## src/rtl/dice_pkg.sv

```systemverilog
// Shared constants, channel state encoding and face-advance helper for the dice roller.
package dice_pkg;

    localparam logic [2:0] FACE_MIN = 3'd1;
    localparam logic [2:0] FACE_MAX = 3'd6;
    localparam int DEBOUNCE_DEFAULT = 16;

    typedef enum logic [1:0] {
        IDLE,
        ROLLING,
        LOCKED
    } chan_state_e;

    function automatic logic face_legal(input logic [2:0] f);
        return (f >= FACE_MIN) && (f <= FACE_MAX);
    endfunction

    // Illegal encodings fall back to FACE_MIN as well, so the counter self-heals.
    function automatic logic [2:0] next_face(input logic [2:0] f);
        if (!face_legal(f) || (f == FACE_MAX)) begin
            return FACE_MIN;
        end
        return f + 3'd1;
    endfunction

endpackage

```

## src/rtl/dice_channel.sv

```systemverilog
// One player's path: button synchroniser, debounce, roll FSM, spinning face and latched result.
module dice_channel
    import dice_pkg::*;
#(
    parameter int DEBOUNCE_CYCLES = DEBOUNCE_DEFAULT,
    parameter int CNT_W           = $clog2(DEBOUNCE_CYCLES + 1)
) (
    input  logic       clk,
    input  logic       rst_n,
    input  logic       btn,
    input  logic       round_end,
    output logic [2:0] dice,
    output logic       rolled,
    output logic       ready,
    output logic       locked
);

    localparam logic [CNT_W-1:0] CNT_LAST = CNT_W'(DEBOUNCE_CYCLES - 1);

    logic             sync1_q;
    logic             sync2_q;
    logic [CNT_W-1:0] cnt_q;
    logic [CNT_W-1:0] cnt_d;
    logic             deb_q;
    logic             deb_d;
    logic             deb_prev_q;
    logic             rise;
    logic             fall;
    chan_state_e      state_q;
    chan_state_e      state_d;
    logic [2:0]       face_q;
    logic [2:0]       face_d;
    logic [2:0]       dice_q;
    logic [2:0]       dice_d;
    logic             rolled_q;
    logic             rolled_d;
    logic             ready_q;

    always_ff @(posedge clk or negedge rst_n) begin
        if (!rst_n) begin
            sync1_q <= 1'b0;
            sync2_q <= 1'b0;
        end else begin
            sync1_q <= btn;
            sync2_q <= sync1_q;
        end
    end

    // The level only flips after DEBOUNCE_CYCLES back-to-back mismatching cycles.
    always_comb begin
        cnt_d = '0;
        deb_d = deb_q;
        if (sync2_q != deb_q) begin
            if (cnt_q == CNT_LAST) begin
                deb_d = sync2_q;
            end else begin
                cnt_d = cnt_q + CNT_W'(1);
            end
        end
    end

    always_ff @(posedge clk or negedge rst_n) begin
        if (!rst_n) begin
            cnt_q      <= '0;
            deb_q      <= 1'b0;
            deb_prev_q <= 1'b0;
        end else begin
            cnt_q      <= cnt_d;
            deb_q      <= deb_d;
            deb_prev_q <= deb_q;
        end
    end

    assign rise = deb_q & ~deb_prev_q;
    assign fall = ~deb_q & deb_prev_q;

    always_comb begin
        state_d  = state_q;
        dice_d   = dice_q;
        rolled_d = 1'b0;
        case (state_q)
            IDLE: begin
                if (rise) begin
                    state_d = ROLLING;
                end
            end
            ROLLING: begin
                if (fall) begin
                    state_d  = LOCKED;
                    dice_d   = face_legal(face_q) ? face_q : FACE_MIN;
                    rolled_d = 1'b1;
                end
            end
            LOCKED: begin
                if (round_end) begin
                    state_d = IDLE;
                end
            end
            default: begin
                state_d = IDLE;
            end
        endcase
    end

    // The face spins only while rolling and keeps its value across rounds.
    always_comb begin
        face_d = face_q;
        if (!face_legal(face_q)) begin
            face_d = FACE_MIN;
        end else if (state_q == ROLLING) begin
            face_d = next_face(face_q);
        end
    end

    always_ff @(posedge clk or negedge rst_n) begin
        if (!rst_n) begin
            state_q  <= IDLE;
            face_q   <= FACE_MIN;
            dice_q   <= FACE_MIN;
            rolled_q <= 1'b0;
            ready_q  <= 1'b1;
        end else begin
            state_q  <= state_d;
            face_q   <= face_d;
            dice_q   <= dice_d;
            rolled_q <= rolled_d;
            ready_q  <= (state_d == IDLE);
        end
    end

    assign dice   = dice_q;
    assign rolled = rolled_q;
    assign ready  = ready_q;
    assign locked = (state_q == LOCKED);

endmodule

```

## src/rtl/dice_roller.sv

```systemverilog
// Two-player dice source: two independent channels re-armed together once both have rolled.
module dice_roller
    import dice_pkg::*;
#(
    parameter int DEBOUNCE_CYCLES = DEBOUNCE_DEFAULT,
    parameter int CNT_W           = $clog2(DEBOUNCE_CYCLES + 1)
) (
    input  logic       clk,
    input  logic       rst_n,
    input  logic       btn1,
    input  logic       btn2,
    output logic [2:0] dice1,
    output logic [2:0] dice2,
    output logic       rolled1,
    output logic       rolled2,
    output logic       ready1,
    output logic       ready2
);

    logic locked1;
    logic locked2;
    logic round_end_q;

    dice_channel #(
        .DEBOUNCE_CYCLES(DEBOUNCE_CYCLES),
        .CNT_W          (CNT_W)
    ) u_chan1 (
        .clk      (clk),
        .rst_n    (rst_n),
        .btn      (btn1),
        .round_end(round_end_q),
        .dice     (dice1),
        .rolled   (rolled1),
        .ready    (ready1),
        .locked   (locked1)
    );

    dice_channel #(
        .DEBOUNCE_CYCLES(DEBOUNCE_CYCLES),
        .CNT_W          (CNT_W)
    ) u_chan2 (
        .clk      (clk),
        .rst_n    (rst_n),
        .btn      (btn2),
        .round_end(round_end_q),
        .dice     (dice2),
        .rolled   (rolled2),
        .ready    (ready2),
        .locked   (locked2)
    );

    // Registered so both channels leave LOCKED on the same edge, one cycle after the last lock.
    always_ff @(posedge clk or negedge rst_n) begin
        if (!rst_n) begin
            round_end_q <= 1'b0;
        end else begin
            round_end_q <= locked1 & locked2;
        end
    end

endmodule

```

## config.mk

```make
export PLATFORM = sky130hd
export DESIGN_NAME = dice_roller
export DESIGN_NICKNAME = d
export VERILOG_FILES = /design/src/rtl/dice_pkg.sv /design/src/rtl/dice_channel.sv /design/src/rtl/dice_roller.sv
export SDC_FILE = /design/constraint.sdc
export NUM_CORES = 1
export LEC_CHECK = 0
export ABC_AREA = 1
export BUFFER_PORTS_ARGS = -buffer_cell sky130_fd_sc_hd__clkbuf_2
export CAP_MARGIN = 40
export CORE_ASPECT_RATIO = 0.75
export CORE_UTILIZATION = 23
export CTS_CLUSTER_DIAMETER = 50
export DETAILED_ROUTE_END_ITERATION = 10
export PLACE_DENSITY_LB_ADDON = 0.1
export SYNTH_ARGS = -nofsm -noshare
export SYNTH_HDL_FRONTEND = slang
export SYNTH_SLANG_ARGS = --single-unit
```

## constraint.sdc

```tcl
create_clock -name clk -period 1.25 [get_ports clk]
set_input_delay 0 -clock clk [delete_from_list [all_inputs] [get_ports clk]]
set_output_delay 0 -clock clk [all_outputs]
set_load 0.01 [all_outputs]
```

==> impl_metrics.json <==
{
  "critical_path.reg2reg.endpoint": "u_chan2.face_q[1]$_DFFE_PN0P_",
  "wl_per_cell_um": 10.11,
  "cts.sink_count": 39,
  "startpoint_type": "flop",
  "power_leakage_nw": 1.102,
  "drive_gt1_share_pct": 32.09,
  "fin_crit_ns": 1.273,
  "fin_crit_sh_pct": 101.8,
  "cts_tree": "yes",
  "crit_top_cell": "inv_2",
  "hold_ws_ns": 0.2204,
  "placementRows": 26,
  "slowest_delay_ns": 0.57,
  "synthesis.area_mm2": 0.001693,
  "r2r_slack_ns": -0.02,
  "syn-mean-instance-area_um2": 9.619,
  "maxSlewViolCount": 0,
  "crit_chain": "inv_2 -> ha_4 -> inv_2 -> nand3_4 -> nand2_4 -> nor2_4 -> nand2_1 -> o21ai_1",
  "ys_seq_elements": 39,
  "grt_pass1_wl_um": 5575,
  "violations": "setup timing",
  "wl_met2_um": 1379,
  "status": "finished with violations",
  "clk_pin_slew_worst_paths_ns": 0.08,
  "fin_setup_tns_ns": -0.08371,
  "postPlaceCellArea_mm2": 0.001973,
  "dieArea_mm2": 0.007711,
  "preCtsSetupSlack_ns": -0.04404,
  "via_per_inst": 3.818,
  "grt_pass1_vias": 1263,
  "routed-wl-met3_um": 121,
  "layout-area-overhead-vs-synth_pct": 31.71,
  "fmax_mhz": 785.5,
  "drtIter0Drc": 28,
  "ant_nets": 0,
  "clk_latency_ns": 0.28,
  "worstPathRequired_ns": 1.43,
  "nFillCells": 755,
  "yosys_warnings": 0,
  "drc": 0,
  "hold_viol": 0,
  "cp_top_family": "flip-flops",
  "finalClockSkew_ns": 0.005213,
  "instances_no_fill": 313,
  "r2r_start": "u_chan2.face_q[0]$_DFFE_PN1P_",
  "rsz0062_at_grt": "true",
  "grt_max_degree": 40,
  "design_area_mm2": 0.002230,
  "start_util_pct": 24.32,
  "r2r_cells": 8,
  "yosysSeqAreaShare_pct": 58.09,
  "power_mw": 3.262,
  "cts_root_buffer": "clkbuf_8",
  "powerDensity_mw_per_mm2": 1463,
  "tightest_slew_ns": 0.3228,
  "end_kind": "flop",
  "diodes": 0,
  "final_util_pct": 32.03,
  "vias": 1195,
  "clock_path_buffers": 2,
  "syn_nets": 188,
  "netlist-cell-type-count": 20,
  "slew_headroom_pct": 78.33,
  "drt-pass1-iter-count": 4,
  "slowest_stage": "dfstp_2",
  "cap_viol_max_count": 0,
  "core_mm2": 0.006962,
  "ir_drop_mv": 0.6555,
  "critical_path_class": "reg -> reg",
  "layout_setup_ws_ns": -0.02311,
  "met1_length_um": 1648,
  "die_h_um": 76.30,
  "worstPathMaxFanout": 5,
  "overflow": 0,
  "gp_congestion": 0.8391,
  "highest_layer": "met4",
  "antenna_found_initial": 0,
  "grt_usage_pct": 9.240,
  "io_pins": 14,
  "final_nets": 226,
  "hp-class": "in -> async",
  "fp.dieW_um": 101.1,
  "port_buffers": 13,
  "numCtsBuffers": 5,
  "dp.cells": 293,
  "h-tree-depth": 2,
  "dp_hpwl_um": 2186,
  "synth_cells": 176,
  "finalSetupViolCount": 4,
  "critPathBufInv": 2,
  "crit_arrival_ns": 1.45,
  "drt_wl_total_um": 3164
}
[flip-flops by register name, summed over array words and instances (netlist names), 2 cells and up]
signal / flops
u_chan2.state_q: 2
u_chan2.cnt_q: 5
u_chan1.state_q: 2
u_chan2.dice: 3
u_chan1.dice: 3
u_chan1.cnt_q: 5
u_chan1.face_q: 3
u_chan2.face_q: 3
[where the power goes]
group          internal [mW]  leakage [nW]  total [mW]  switching, mW
logic                  0.399         0.543       0.844          0.445
clock network          0.502        0.0505       0.955          0.453
registers               1.37         0.509        1.46         0.0941
total                   2.27          1.10        3.26          0.991
[cell usage after synthesis]
library cell / count / area share (%)
nand4_1: 2 / 0.74
o21ai_0: 9 / 2.7
nand2_1: 38 / 8.4
nor2_2: 2 / 0.74
nor2_1: 21 / 4.7
nand3_2: 4 / 2.4
nand3_1: 8 / 2.4
o21ai_1: 3 / 0.89
nand2_2: 6 / 2.2
dfstp_2: 6 / 9.3
nor3b_1: 2 / 0.89
or2_0: 2 / 0.74
nand2b_1: 2 / 0.74
xor2_1: 4 / 2.1
nor3_1: 2 / 0.59
inv_2: 2 / 0.44
inv_1: 20 / 4.4
dfrtp_1: 33 / 49
xnor2_1: 2 / 1.0
ha_1: 8 / 5.9
[kinds of logic after synthesis]
| group | Yosys count | share of synthesized area (%) |
|---|---|---|
| fa+ha+maj | 8 | 5.913 |
| xor+xnor | 6 | 3.104 |
| compound gates | 12 | 3.547 |
| flops | 39 | 58.09 |
| simple gates | 89 | 24.46 |
| buf+inv | 22 | 4.878 |
[worst register-to-register path, cell delays in order, from the launching register on]
cell and delay [ns]:
dfstp_2 0.57, inv_2 0.05, ha_4 0.15, inv_2 0.06
nand3_4 0.10, nand2_4 0.10, nor2_4 0.04, nand2_1 0.04
o21ai_1 0.06
[worst max path at each step]
stage / from / endpoint / slack [ns] / cells after the start
finish: u_chan2.face_q[0]$_DFFE_PN1P_ / u_chan2.face_q[1]$_DFFE_PN0P_ / -0.02 / 8
global route: u_chan2.face_q[0]$_DFFE_PN1P_ / u_chan2.face_q[1]$_DFFE_PN0P_ / -0.10 / 8
CTS: u_chan2.face_q[0]$_DFFE_PN1P_ / u_chan2.face_q[2]$_DFFE_PN0P_ / -0.04 / 8
detailed placement: u_chan1.face_q[0]$_DFFE_PN1P_ / u_chan1.face_q[2]$_DFFE_PN0P_ / -0.04 / 8
global placement: u_chan2.face_q[0]$_DFFE_PN1P_ / u_chan2.face_q[1]$_DFFE_PN0P_ / -0.04 / 8
floorplan: u_chan1.face_q[0]$_DFFE_PN1P_ / u_chan1.face_q[2]$_DFFE_PN0P_ / 0.005 / 8
[final cells by class]
| cell class | instances | area [um2] | share of cell area (%) |
|---|---|---|---|
| Clock inverter | 1 | 7.507 | 0.3367 |
| Inverter | 22 | 82.58 | 3.704 |
| Clock buffer | 7 | 96.34 | 4.321 |
| Multi-Input combinational cell | 115 | 716.9 | 32.15 |
| Sequential cell | 39 | 983.4 | 44.11 |
| Tap cell | 98 | 122.6 | 5.499 |
| Timing Repair Buffer | 31 | 220.2 | 9.877 |
[metal layers]
| metal | vias to the layer above | GRT usage (%) |
|---|---|---|
| met4 | 0 | 3.043 |
| li1 | 626 | - |
| met5 | - | 0 |
| met3 | 2 | 3.119 |
| met2 | 14 | 13.81 |
| met1 | 553 | 12.44 |
[layout by cell type, fill, tap and decap left out]
cell type / netlist / final
o21ai_2: 0 / 2
nand2_1: 38 / 36
nand2_4: 0 / 2
buf_4: 0 / 14
o21ai_0: 9 / 6
clkbuf_8: 0 / 7
nand3_4: 0 / 4
clkinvlp_4: 0 / 1
nand4_1: 2 / 2
nor2_1: 21 / 18
xor2_1: 4 / 4
nor3_1: 2 / 2
inv_2: 2 / 6
xnor2_1: 2 / 2
nor2_2: 2 / 4
nand2b_1: 2 / 2
dfstp_2: 6 / 6
ha_4: 0 / 2
or2_0: 2 / 2
buf_12: 0 / 1
o21ai_1: 3 / 4
nor2_4: 0 / 1
nor3b_1: 2 / 2
dfrtp_1: 33 / 33
dlygate4sd3_1: 0 / 3
clkbuf_2: 0 / 13
nand2_2: 6 / 6
ha_1: 8 / 6
nand3_1: 8 / 8
inv_1: 20 / 16
[repair_timing]
action / in CTS / in global routing
gates resized for setup: 2 / 13
hold buffers: 3 / 0
setup buffers: 2 / 7
endpoints found under the hold margin: 41 / 0
pin swaps: 7 / 10
setup endpoints to repair: 8 / 20
Power figures use the tool's default switching activity.
